## src/rtl/adc_cfg_pkg.sv

```systemverilog
// adc_cfg_pkg
//   Shared definitions for the ADC configuration-memory write arbiter:
//   memory geometry, requester indices and the arbiter state encoding.
package adc_cfg_pkg;

  localparam int ADC_CFG_AW = 5;
  localparam int ADC_CFG_DW = 24;
  localparam logic [ADC_CFG_AW-1:0] ADC_CFG_LAST_ADDR = 5'h10;

  // Requester slots on the REQ vector
  localparam int REQ_JTAG = 0;
  localparam int REQ_CSP  = 1;
  localparam int REQ_SC   = 2;

  typedef enum logic [2:0] {
    IDLE       = 3'd0,
    WRITE      = 3'd1,
    INIT_PULSE = 3'd2,
    WAIT_LOW   = 3'd3,
    WAIT_HIGH  = 3'd4
  } adc_cfg_state_e;

  // States in which a configuration sequence owns the memory
  function automatic logic is_busy_state(input adc_cfg_state_e s);
    return (s == INIT_PULSE) || (s == WAIT_LOW) || (s == WAIT_HIGH);
  endfunction

endpackage

```

## src/rtl/adc_cfg_wr_arbiter_rr_arb.sv

```systemverilog
// rr_arb
//   Combinational round-robin select. Scans the request vector starting at
//   ptr and wrapping, and grants the first active requester.
//   Ports:
//     req  in  N       request vector
//     ptr  in  IW      first index to consider (must be < N)
//     gnt  out N       one-hot grant (all zero when no request)
//     idx  out IW      index of the granted requester
//     vld  out 1       any request present
module rr_arb #(
  parameter  int N  = 3,
  localparam int IW = (N > 1) ? $clog2(N) : 1
) (
  input  logic [N-1:0]  req,
  input  logic [IW-1:0] ptr,
  output logic [N-1:0]  gnt,
  output logic [IW-1:0] idx,
  output logic          vld
);

  int c;

  always_comb begin
    gnt = '0;
    idx = '0;
    vld = 1'b0;
    c   = 0;
    for (int k = 0; k < N; k++) begin
      c = int'(ptr) + k;
      if (c >= N) c = c - N;
      if (!vld && req[c]) begin
        vld    = 1'b1;
        gnt[c] = 1'b1;
        idx    = IW'(c);
      end
    end
  end

endmodule

```

## src/rtl/adc_cfg_wr_arbiter.sv

```systemverilog
// adc_cfg_wr_arbiter
//   Shares the 32x24 ADC configuration memory write port between NREQ
//   requesters (0=JTAG, 1=ChipScope, 2=slow control) with round-robin
//   priority, locks out writes while a configuration sequence runs, and
//   issues a one-cycle INIT to the ADC configuration FSM once a write burst
//   has settled (AUTO_INIT) or on an INIT_CMD rising edge.
//
//   Ports:
//     CLK, RST_N        clock, synchronous active-low reset
//     REQ/REQ_ADDR/REQ_DATA  per-requester write request, packed 5/24 bits
//     ACK/NACK          one-cycle accept / reject (addr > LAST_ADDR) pulses
//     WE/WADDR/WDATA    registered memory write port
//     AUTO_INIT         arm an INIT after each accepted write
//     INIT_CMD          configuration request level (rising edge used)
//     CFG_DONE          DONE from the configuration FSM
//     INIT              one-cycle configuration start pulse
//     BUSY              configuration sequence in progress
//     TMO_ERR           sticky: configuration did not finish in TIMEOUT cycles
//
//   Build option: define ADC_CFG_ARB_STATS_EN to add WR_CNT[15:0] (accepted
//   writes) and INIT_CNT[7:0] (INIT pulses), both wrapping.
module adc_cfg_wr_arbiter
  import adc_cfg_pkg::*;
#(
  parameter int                    NREQ      = 3,
  parameter logic [ADC_CFG_AW-1:0] LAST_ADDR = ADC_CFG_LAST_ADDR,
  parameter int                    HOLDOFF   = 64,
  parameter int                    TIMEOUT   = 4096
) (
  input  logic                         CLK,
  input  logic                         RST_N,
  input  logic [NREQ-1:0]              REQ,
  input  logic [ADC_CFG_AW*NREQ-1:0]   REQ_ADDR,
  input  logic [ADC_CFG_DW*NREQ-1:0]   REQ_DATA,
  output logic [NREQ-1:0]              ACK,
  output logic [NREQ-1:0]              NACK,
  output logic                         WE,
  output logic [ADC_CFG_AW-1:0]        WADDR,
  output logic [ADC_CFG_DW-1:0]        WDATA,
  input  logic                         AUTO_INIT,
  input  logic                         INIT_CMD,
  input  logic                         CFG_DONE,
  output logic                         INIT,
  output logic                         BUSY,
  output logic                         TMO_ERR
`ifdef ADC_CFG_ARB_STATS_EN
  , output logic [15:0]                WR_CNT
  , output logic [7:0]                 INIT_CNT
`endif
);

  localparam int IW = (NREQ > 1) ? $clog2(NREQ) : 1;
  localparam int HW = (HOLDOFF > 1) ? $clog2(HOLDOFF) : 1;
  localparam int TW = (TIMEOUT > 1) ? $clog2(TIMEOUT) : 1;

  localparam logic [IW-1:0] LAST_IDX  = IW'(NREQ - 1);
  localparam logic [HW-1:0] HOLD_LOAD = HW'(HOLDOFF - 1);
  localparam logic [TW-1:0] TMO_LOAD  = TW'(TIMEOUT - 1);

  adc_cfg_state_e        state_q, state_d;
  logic [IW-1:0]         ptr_q, ptr_d;
  logic [NREQ-1:0]       ack_q, ack_d;
  logic [NREQ-1:0]       nack_q, nack_d;
  logic                  we_q, we_d;
  logic [ADC_CFG_AW-1:0] waddr_q, waddr_d;
  logic [ADC_CFG_DW-1:0] wdata_q, wdata_d;
  logic                  init_q, init_d;
  logic                  busy_q, busy_d;
  logic                  tmo_err_q, tmo_err_d;
  logic                  init_pend_q, init_pend_d;
  logic [HW-1:0]         hold_q, hold_d;
  logic [TW-1:0]         tmo_q, tmo_d;
  logic                  init_cmd_q;

  logic [NREQ-1:0]       gnt;
  logic [IW-1:0]         gnt_idx;
  logic                  gnt_vld;
  logic [ADC_CFG_AW-1:0] sel_addr;
  logic [ADC_CFG_DW-1:0] sel_data;
  logic                  init_cmd_rise;

  rr_arb #(.N(NREQ)) u_rr_arb (
    .req (REQ),
    .ptr (ptr_q),
    .gnt (gnt),
    .idx (gnt_idx),
    .vld (gnt_vld)
  );

  assign sel_addr      = REQ_ADDR[int'(gnt_idx)*ADC_CFG_AW +: ADC_CFG_AW];
  assign sel_data      = REQ_DATA[int'(gnt_idx)*ADC_CFG_DW +: ADC_CFG_DW];
  assign init_cmd_rise = INIT_CMD & ~init_cmd_q;

  always_comb begin
    state_d     = state_q;
    ptr_d       = ptr_q;
    ack_d       = '0;
    nack_d      = '0;
    we_d        = 1'b0;
    waddr_d     = waddr_q;
    wdata_d     = wdata_q;
    init_d      = 1'b0;
    tmo_err_d   = tmo_err_q;
    init_pend_d = init_pend_q;
    hold_d      = (hold_q != '0) ? hold_q - HW'(1) : '0;
    tmo_d       = (tmo_q != '0) ? tmo_q - TW'(1) : '0;

    // Holdoff restarts from the cycle the write reaches the memory, so the
    // auto INIT lands HOLDOFF+1 cycles after WE.
    if (state_q == WRITE && we_q) begin
      hold_d = HOLD_LOAD;
      if (AUTO_INIT) init_pend_d = 1'b1;
    end

    unique case (state_q)
      IDLE: begin
        // Writes win over a pending INIT
        if (gnt_vld) begin
          state_d = WRITE;
          ptr_d   = (gnt_idx == LAST_IDX) ? '0 : gnt_idx + IW'(1);
          if (sel_addr > LAST_ADDR) begin
            nack_d = gnt;
          end else begin
            ack_d   = gnt;
            we_d    = 1'b1;
            waddr_d = sel_addr;
            wdata_d = sel_data;
          end
        end else if (init_pend_q && hold_q == '0) begin
          state_d     = INIT_PULSE;
          init_d      = 1'b1;
          init_pend_d = 1'b0;
          tmo_d       = TMO_LOAD;
        end
      end
      // REQ is ignored here; a REQ still high next cycle is a new request
      WRITE:      state_d = IDLE;
      INIT_PULSE: state_d = WAIT_LOW;
      WAIT_LOW: begin
        if (!CFG_DONE) begin
          state_d = WAIT_HIGH;
        end else if (tmo_q == '0) begin
          state_d   = IDLE;
          tmo_err_d = 1'b1;
        end
      end
      WAIT_HIGH: begin
        if (CFG_DONE) begin
          state_d = IDLE;
        end else if (tmo_q == '0) begin
          state_d   = IDLE;
          tmo_err_d = 1'b1;
        end
      end
      default: state_d = IDLE;
    endcase

    // An edge in the same cycle as the INIT decision re-arms for one more run
    if (init_cmd_rise) init_pend_d = 1'b1;

    busy_d = is_busy_state(state_d);
  end

  always_ff @(posedge CLK) begin
    if (!RST_N) begin
      state_q     <= IDLE;
      ptr_q       <= '0;
      ack_q       <= '0;
      nack_q      <= '0;
      we_q        <= 1'b0;
      waddr_q     <= '0;
      wdata_q     <= '0;
      init_q      <= 1'b0;
      busy_q      <= 1'b0;
      tmo_err_q   <= 1'b0;
      init_pend_q <= 1'b0;
      hold_q      <= '0;
      tmo_q       <= '0;
      // Track the level through reset so a command held high across reset
      // release is not mistaken for a new edge.
      init_cmd_q  <= INIT_CMD;
    end else begin
      state_q     <= state_d;
      ptr_q       <= ptr_d;
      ack_q       <= ack_d;
      nack_q      <= nack_d;
      we_q        <= we_d;
      waddr_q     <= waddr_d;
      wdata_q     <= wdata_d;
      init_q      <= init_d;
      busy_q      <= busy_d;
      tmo_err_q   <= tmo_err_d;
      init_pend_q <= init_pend_d;
      hold_q      <= hold_d;
      tmo_q       <= tmo_d;
      init_cmd_q  <= INIT_CMD;
    end
  end

  assign ACK     = ack_q;
  assign NACK    = nack_q;
  assign WE      = we_q;
  assign WADDR   = waddr_q;
  assign WDATA   = wdata_q;
  assign INIT    = init_q;
  assign BUSY    = busy_q;
  assign TMO_ERR = tmo_err_q;

`ifdef ADC_CFG_ARB_STATS_EN
  logic [15:0] wr_cnt_q, wr_cnt_d;
  logic [7:0]  init_cnt_q, init_cnt_d;

  always_comb begin
    wr_cnt_d   = wr_cnt_q + {15'd0, we_q};
    init_cnt_d = init_cnt_q + {7'd0, init_q};
  end

  always_ff @(posedge CLK) begin
    if (!RST_N) begin
      wr_cnt_q   <= '0;
      init_cnt_q <= '0;
    end else begin
      wr_cnt_q   <= wr_cnt_d;
      init_cnt_q <= init_cnt_d;
    end
  end

  assign WR_CNT   = wr_cnt_q;
  assign INIT_CNT = init_cnt_q;
`else
  // Statistics counters not built
`endif

endmodule
```

## config.mk

```make
export PLATFORM = sky130hd
export DESIGN_NAME = adc_cfg_wr_arbiter
export DESIGN_NICKNAME = d
export VERILOG_FILES = /design/src/rtl/adc_cfg_pkg.sv /design/src/rtl/adc_cfg_wr_arbiter_rr_arb.sv /design/src/rtl/adc_cfg_wr_arbiter.sv
export SDC_FILE = /design/constraint.sdc
export NUM_CORES = 1
export LEC_CHECK = 0
export CAP_MARGIN = 15
export CORE_ASPECT_RATIO = 0.5
export CORE_UTILIZATION = 47
export CTS_BUF_LIST = sky130_fd_sc_hd__clkbuf_8
export CTS_CLUSTER_SIZE = 28
export DETAILED_ROUTE_END_ITERATION = 6
export GPL_TIMING_DRIVEN = 1
export PLACE_DENSITY = 0.83
export REMOVE_ABC_BUFFERS = 1
export SKIP_LAST_GASP = 1
export SYNTH_ARGS = -nofsm -noshare
export SYNTH_HDL_FRONTEND = slang
export SYNTH_SLANG_ARGS = --single-unit
```

## constraint.sdc

```tcl
create_clock -name CLK -period 7.7 [get_ports CLK]
set_clock_uncertainty 0.2 [all_clocks]
set_input_delay 1.54 -clock CLK [delete_from_list [all_inputs] [get_ports CLK]]
set_output_delay 1.54 -clock CLK [all_outputs]
set_load 0.02 [all_outputs]
```

* Yosys cells after proc, flatten, opt, wreduce, memory -nomap -nowiden
Cells that the tools add are included.
** Operators by class
- Add/sub/neg operators :: 8
- Reduce and logical (&&, ||, !) cells :: 24
- Bitwise gates (word level) :: 8
- Mux-type cells :: 52
- Eq/ne operators :: 10
- $mul :: 2
- Shifts and indexed selects :: 2
- Magnitude comparators :: 10
** Operators with widths (count)
- $ge 32x1->1 const B :: 3
- $lt 32x4->1 const B :: 3
- $mux 32 :: 3
- $shiftx 72x8->24 :: 1
- $ge 32x3->1 const B :: 2
- $sub 32x3->32 const B :: 2
- $mux 12 :: 4
- $mux 3 :: 8
- $mux 1 :: 23
- $shiftx 15x6->5 :: 1
- $eq 3x2->1 const B :: 4
- $logic_not 12->1 :: 1
- $mux 6 :: 2
- $pmux 3 s4 :: 1
- $reduce_bool 12->1 :: 1
- $sub 12x1->12 const B :: 1
- $reduce_and 3->1 :: 3
- $mux 2 :: 4
- $logic_and 1x1->1 :: 7
- $bmux 1 s2 :: 3
- $demux 1 s2 :: 3
- $eq 3x3->1 const B :: 2
- $logic_not 6->1 :: 1
- $or 3x3->3 :: 2
- other kinds (24) :: 31
** Word-level totals
- Flip-flop bits (word level) :: 64
- Bits of input ports :: 95
- Word-level logic and storage cells :: 130

* Longest topological paths before layout
- Depth in word-level cells :: 17
- Depth in mapped cells :: 14
- Gate-level depth less buffers :: 10

* Hierarchy
A second synthesis with hierarchy kept.
** Unflattened totals
- Cells, all modules :: 368
- Area, all modules :: 3447.1 µm²
** By module, submodules not included
- adc_cfg_wr_arbiter :: area each 3160.5 µm², cells each 332, instances 1
- rr_arb :: area each 286.5 µm², cells each 36, instances 1

* Least setup slack after synthesis
Ideal clock, no wire load.
- Path type :: input-to-reg
- From :: input port REQ[0]
- To :: register wdata_q[10], in the netlist WDATA[10]
- Slack :: 4063 ps
- Library setup time :: 70 ps
- Buffers on the path :: 2
- Data arrival time :: 3366 ps
- Stages :: 10
- Cells stage by stage :: mux2i_4 o2111ai_1 and3_1 buf_6 a31oi_2 a31oi_2 o41ai_4 buf_6 o2111ai_1 a21oi_1
** Between the ends
- Cells in the longest elaborated chain, start to end :: 15
- Elaborated cells on any way between the ends :: 26
- Those cells by class :: mul: 2; order compare: 1; shift: 2; mux: 15; bitwise: 1; reduce/logical: 5
** RTL lines
- from (decl) :: RTL line adc_cfg_wr_arbiter.sv:32 : input logic [NREQ-1:0] REQ,
- $bmux 1 s2 :: RTL line adc_cfg_wr_arbiter_rr_arb.sv:31 : if (!vld && req[c]) begin
- $mux 1 (implied by the code) (2 in a row) :: RTL line adc_cfg_wr_arbiter_rr_arb.sv:31
- $mux 1 :: RTL line adc_cfg_wr_arbiter_rr_arb.sv:31
- $logic_not 1->1 :: RTL line adc_cfg_wr_arbiter_rr_arb.sv:31
- $logic_and 1x1->1 :: RTL line adc_cfg_wr_arbiter_rr_arb.sv:31
- $mux 1 :: RTL line adc_cfg_wr_arbiter_rr_arb.sv:31
- $logic_not 1->1 :: RTL line adc_cfg_wr_arbiter_rr_arb.sv:31
- $logic_and 1x1->1 :: RTL line adc_cfg_wr_arbiter_rr_arb.sv:31
- $mux 2 :: RTL line adc_cfg_wr_arbiter_rr_arb.sv:31
- $mul 2x3->5 :: RTL line adc_cfg_wr_arbiter.sv:90 : assign sel_addr = REQ_ADDR[int'(gnt_idx)*ADC_CFG_AW +: ADC_CFG_AW];
- $shiftx 15x6->5 :: RTL line adc_cfg_wr_arbiter.sv:90
- $gt 5x5->1 :: RTL line adc_cfg_wr_arbiter.sv:121 : if (sel_addr > LAST_ADDR) begin
- $not 1->1 (no source line)
- $reduce_and 3->1 (no source line)
- to (signal assigned) :: RTL line adc_cfg_wr_arbiter.sv:189 : wdata_q <= wdata_d;
- to (decl) :: RTL line adc_cfg_wr_arbiter.sv:66 : logic [ADC_CFG_DW-1:0] wdata_q, wdata_d;
Parallel ways exist; a longest one is shown, timed or not. The select of a mux whose other input is x is not followed.
A chain may end at the register's enable or synchronous reset.

* Worst setup path in the final report
- From :: input port REQ[1]
- To :: register wdata_q[5], in the netlist WDATA[5]
The elaborated chain is that of the path after synthesis.

==> results.json <==
{
  "grt_pass1_vias": 3283,
  "final_layout_size_suffix_gt1_share_pct": 5.741,
  "synth-seq-cells": 64,
  "yosys.area.top_type_share_pct": 36.68,
  "rrSetupSlack_ns": 3.26,
  "final_antenna_net_count": 0,
  "syn_inst": 421,
  "gp_congestion": 0.7974,
  "place_hpwl_um": 6839,
  "ys.flop_type": "dfxtp_1",
  "worstHoldPathCells": 2,
  "power.share.clock_pct": 13.2,
  "post_cts_resized": 0,
  "seq_area_frac_synth_pct": 36.68,
  "cts_tree": "yes",
  "ys_types": 47,
  "end_kind": "register",
  "ir_drop_mv": 0.2923,
  "dieHeight_um": 62.96,
  "finalCriticalPeriod_ns": 5.245,
  "p_int_mw": 1.168,
  "seq_area_um2": 1281,
  "hold_ws_ns": 0.2734,
  "path_max_fanout": 60,
  "port_buffers": 133,
  "p_seq_share_pct": 24.6,
  "viasPerCell": 5.478,
  "vias": 3462,
  "grt_max_degree": 61,
  "clk-insertion-delay-late_ns": 0.34,
  "floorplan.initialDensity_pct": 50.36,
  "crit_arrival_ns": 5.32,
  "rows": 21,
  "synth_edf_count": 0,
  "hold_viol_final": 0,
  "slew_viol_final": 0,
  "worstMarginPinSlew_ns": 1.083,
  "max_stage_delay_ns": 0.95,
  "setup_viol": 0,
  "status": "completed",
  "cp_slowest_cell": "o41a_1",
  "die_area_um2": 7802,
  "core_area_um2": 6937,
  "hp-class": "register to register",
  "syn_to_final_growth_pct": 42.94,
  "switching_share_pct": 45.76,
  "finalPower_mw": 2.154,
  "synth.cell_area_um2": 3493,
  "fillers": 568,
  "period_share_pct": 68.12,
  "p_leak_nw": 1.967,
  "drv_cap": 0,
  "synthTopCellsByArea": "dfxtp_1 (37%), mux2i_1 (7.7%), o2111ai_1 (6.5%), a21oi_1 (5.6%), o21ai_0 (5.6%)",
  "root_buffer": "clkbuf_8",
  "fin_util_pct": 71.99,
  "drt-initial-drc-count": 220,
  "power_switching_mw": 0.9856,
  "relSlewSlack_pct": 27.82,
  "clk_pin_slew_ns": 0.06,
  "overflow": 0,
  "yosysTopAreaCell": "dfxtp_1",
  "grt_pass1_wl_um": 15580,
  "cts_setup_buffers": 0,
  "fin_setup_tns_ns": 0,
  "crit_required_ns": 7.77,
  "wl_per_cell_um": 15.09,
  "multi_input_area_um2": 2001,
  "drt_wl_total_um": 9538,
  "antenna_found_initial": 0,
  "diodes": 0,
  "drc": 0,
  "yosysMostFrequentCell": "dfxtp_1",
  "syn_avg_cell_area_um2": 8.298,
  "rsz0062_at_grt": "no",
  "ys_warn_count": 0,
  "synthArstFlopShare_pct": 0,
  "crit_chain": "clkdlybuf4s50_1, nor2b_1, o2111ai_1, and3_2, nor2_1, a31oi_1, o41a_1, o21ai_0, a21oi_1",
  "pwr-share-comb_pct": 62.1,
  "cts.htree.levels": 3,
  "cts_hold_buf": 0,
  "nNetsFinal": 640,
  "boundaryPins": 134,
  "p_per_area_nw_per_um2": 431.3,
  "synth_common_cells": "dfxtp_1 (64), nand2_1 (40), a21oi_1 (39), o21ai_0 (39), nor2_1 (33)",
  "cts_sinks": 64,
  "grt_usage_pct": 25.75,
  "path_class": "input pin to register",
  "fmax_mhz": 190.6,
  "drtPass1Iterations": 4,
  "die_w_um": 123.9,
  "reg2reg_depth": 10,
  "startpoint_type": "input pin",
  "ctsLongestPathBuffers": 2,
  "cts_buffers": 9
}
==> flip-flops by register name, summed over array words and instances, names as in the netlist <==
name         cells
WDATA           24
BUSY             1
ACK              3
tmo_q           12
init_cmd_q       1
NACK             3
WE               1
TMO_ERR          1
hold_q           6
init_pend_q      1
state_q          3
INIT             1
WADDR            5
ptr_q            2
==> power by group through the flow <==
stage | Clock [mW] | Sequential (mW) | Combinational, mW
floorplan | 0 | 0.628 | 0.791
global placement | 0 | 0.531 | 1.30
detailed placement | 0 | 0.534 | 1.33
CTS | 0.291 | 0.529 | 1.34
global route | 0.306 | 0.545 | 1.47
finish | 0.285 | 0.530 | 1.34
==> per-layer routing <==
| layer | GRT usage, % | up-vias | share of wire (%) |
|---|---|---|---|
| met5 | 0 | - | 0 |
| met4 | 11.31 | 0 | 2.2 |
| met3 | 6.113 | 21 | 3.8 |
| met2 | 43.82 | 82 | 50 |
| met1 | 30.70 | 1599 | 44 |
| li1 | - | 1760 | - |
==> cell families (layout without fill, tap and decap cells) <==
group,Yosys count,in the layout,synth area share [%]
AOI/OAI and AO/OA,132,132,24.53
buffers and inverters,44,163,6.160
and+or+nand+nor,132,132,18.12
DFF,64,64,36.68
adders and majority gates,8,8,2.865
xor gates and xnor gates,13,13,3.259
muxes,28,28,8.381
==> placed cells by master (no fill, tap or decap), drive strengths merged, types with 7 or more instances in the layout <==
cell,n
clkdlybuf4s50,133
dfxtp,64
o21ai,49
nand2,40
a21oi,40
nor2,34
mux2i,28
o2111ai,26
nor3,15
inv,13
clkbuf,11
nand3,10
xnor2,9
ha,8
nor2b,7
==> critical path: cells and delay by family <==
kind	cells	cell delay (ns)
compound gates	5	2.06
buf+inv	1	0.59
simple gates	3	1.07
==> stage by stage <==
stage	area [um^2]	worst slack (ns)	cells
after global placement	4800	2.346	618
final	4994	2.455	632
after floorplan	3327	2.779	390
after CTS	4994	2.496	632
after global routing	4994	2.138	632
after detailed placement	4800	2.153	618
==> path summary, 6_finish.rpt <==
check / startpoint / to
max: REQ[1] / WDATA[5]
min: WDATA[8] / WDATA[8]
max reg2reg: ptr_q[0] / WDATA[5]
min reg2reg: WDATA[8] / WDATA[8]
==> final cells by class <==
class,instances,share of cell area [%]
multi-input combinational,313,40.07
timing repair buffer,136,27.11
sequential,64,25.66
clock buffer,11,3.032
tap,92,2.305
inverter,13,0.9772
clock inverter,3,0.8519
Power figures use the tool's default switching activity.
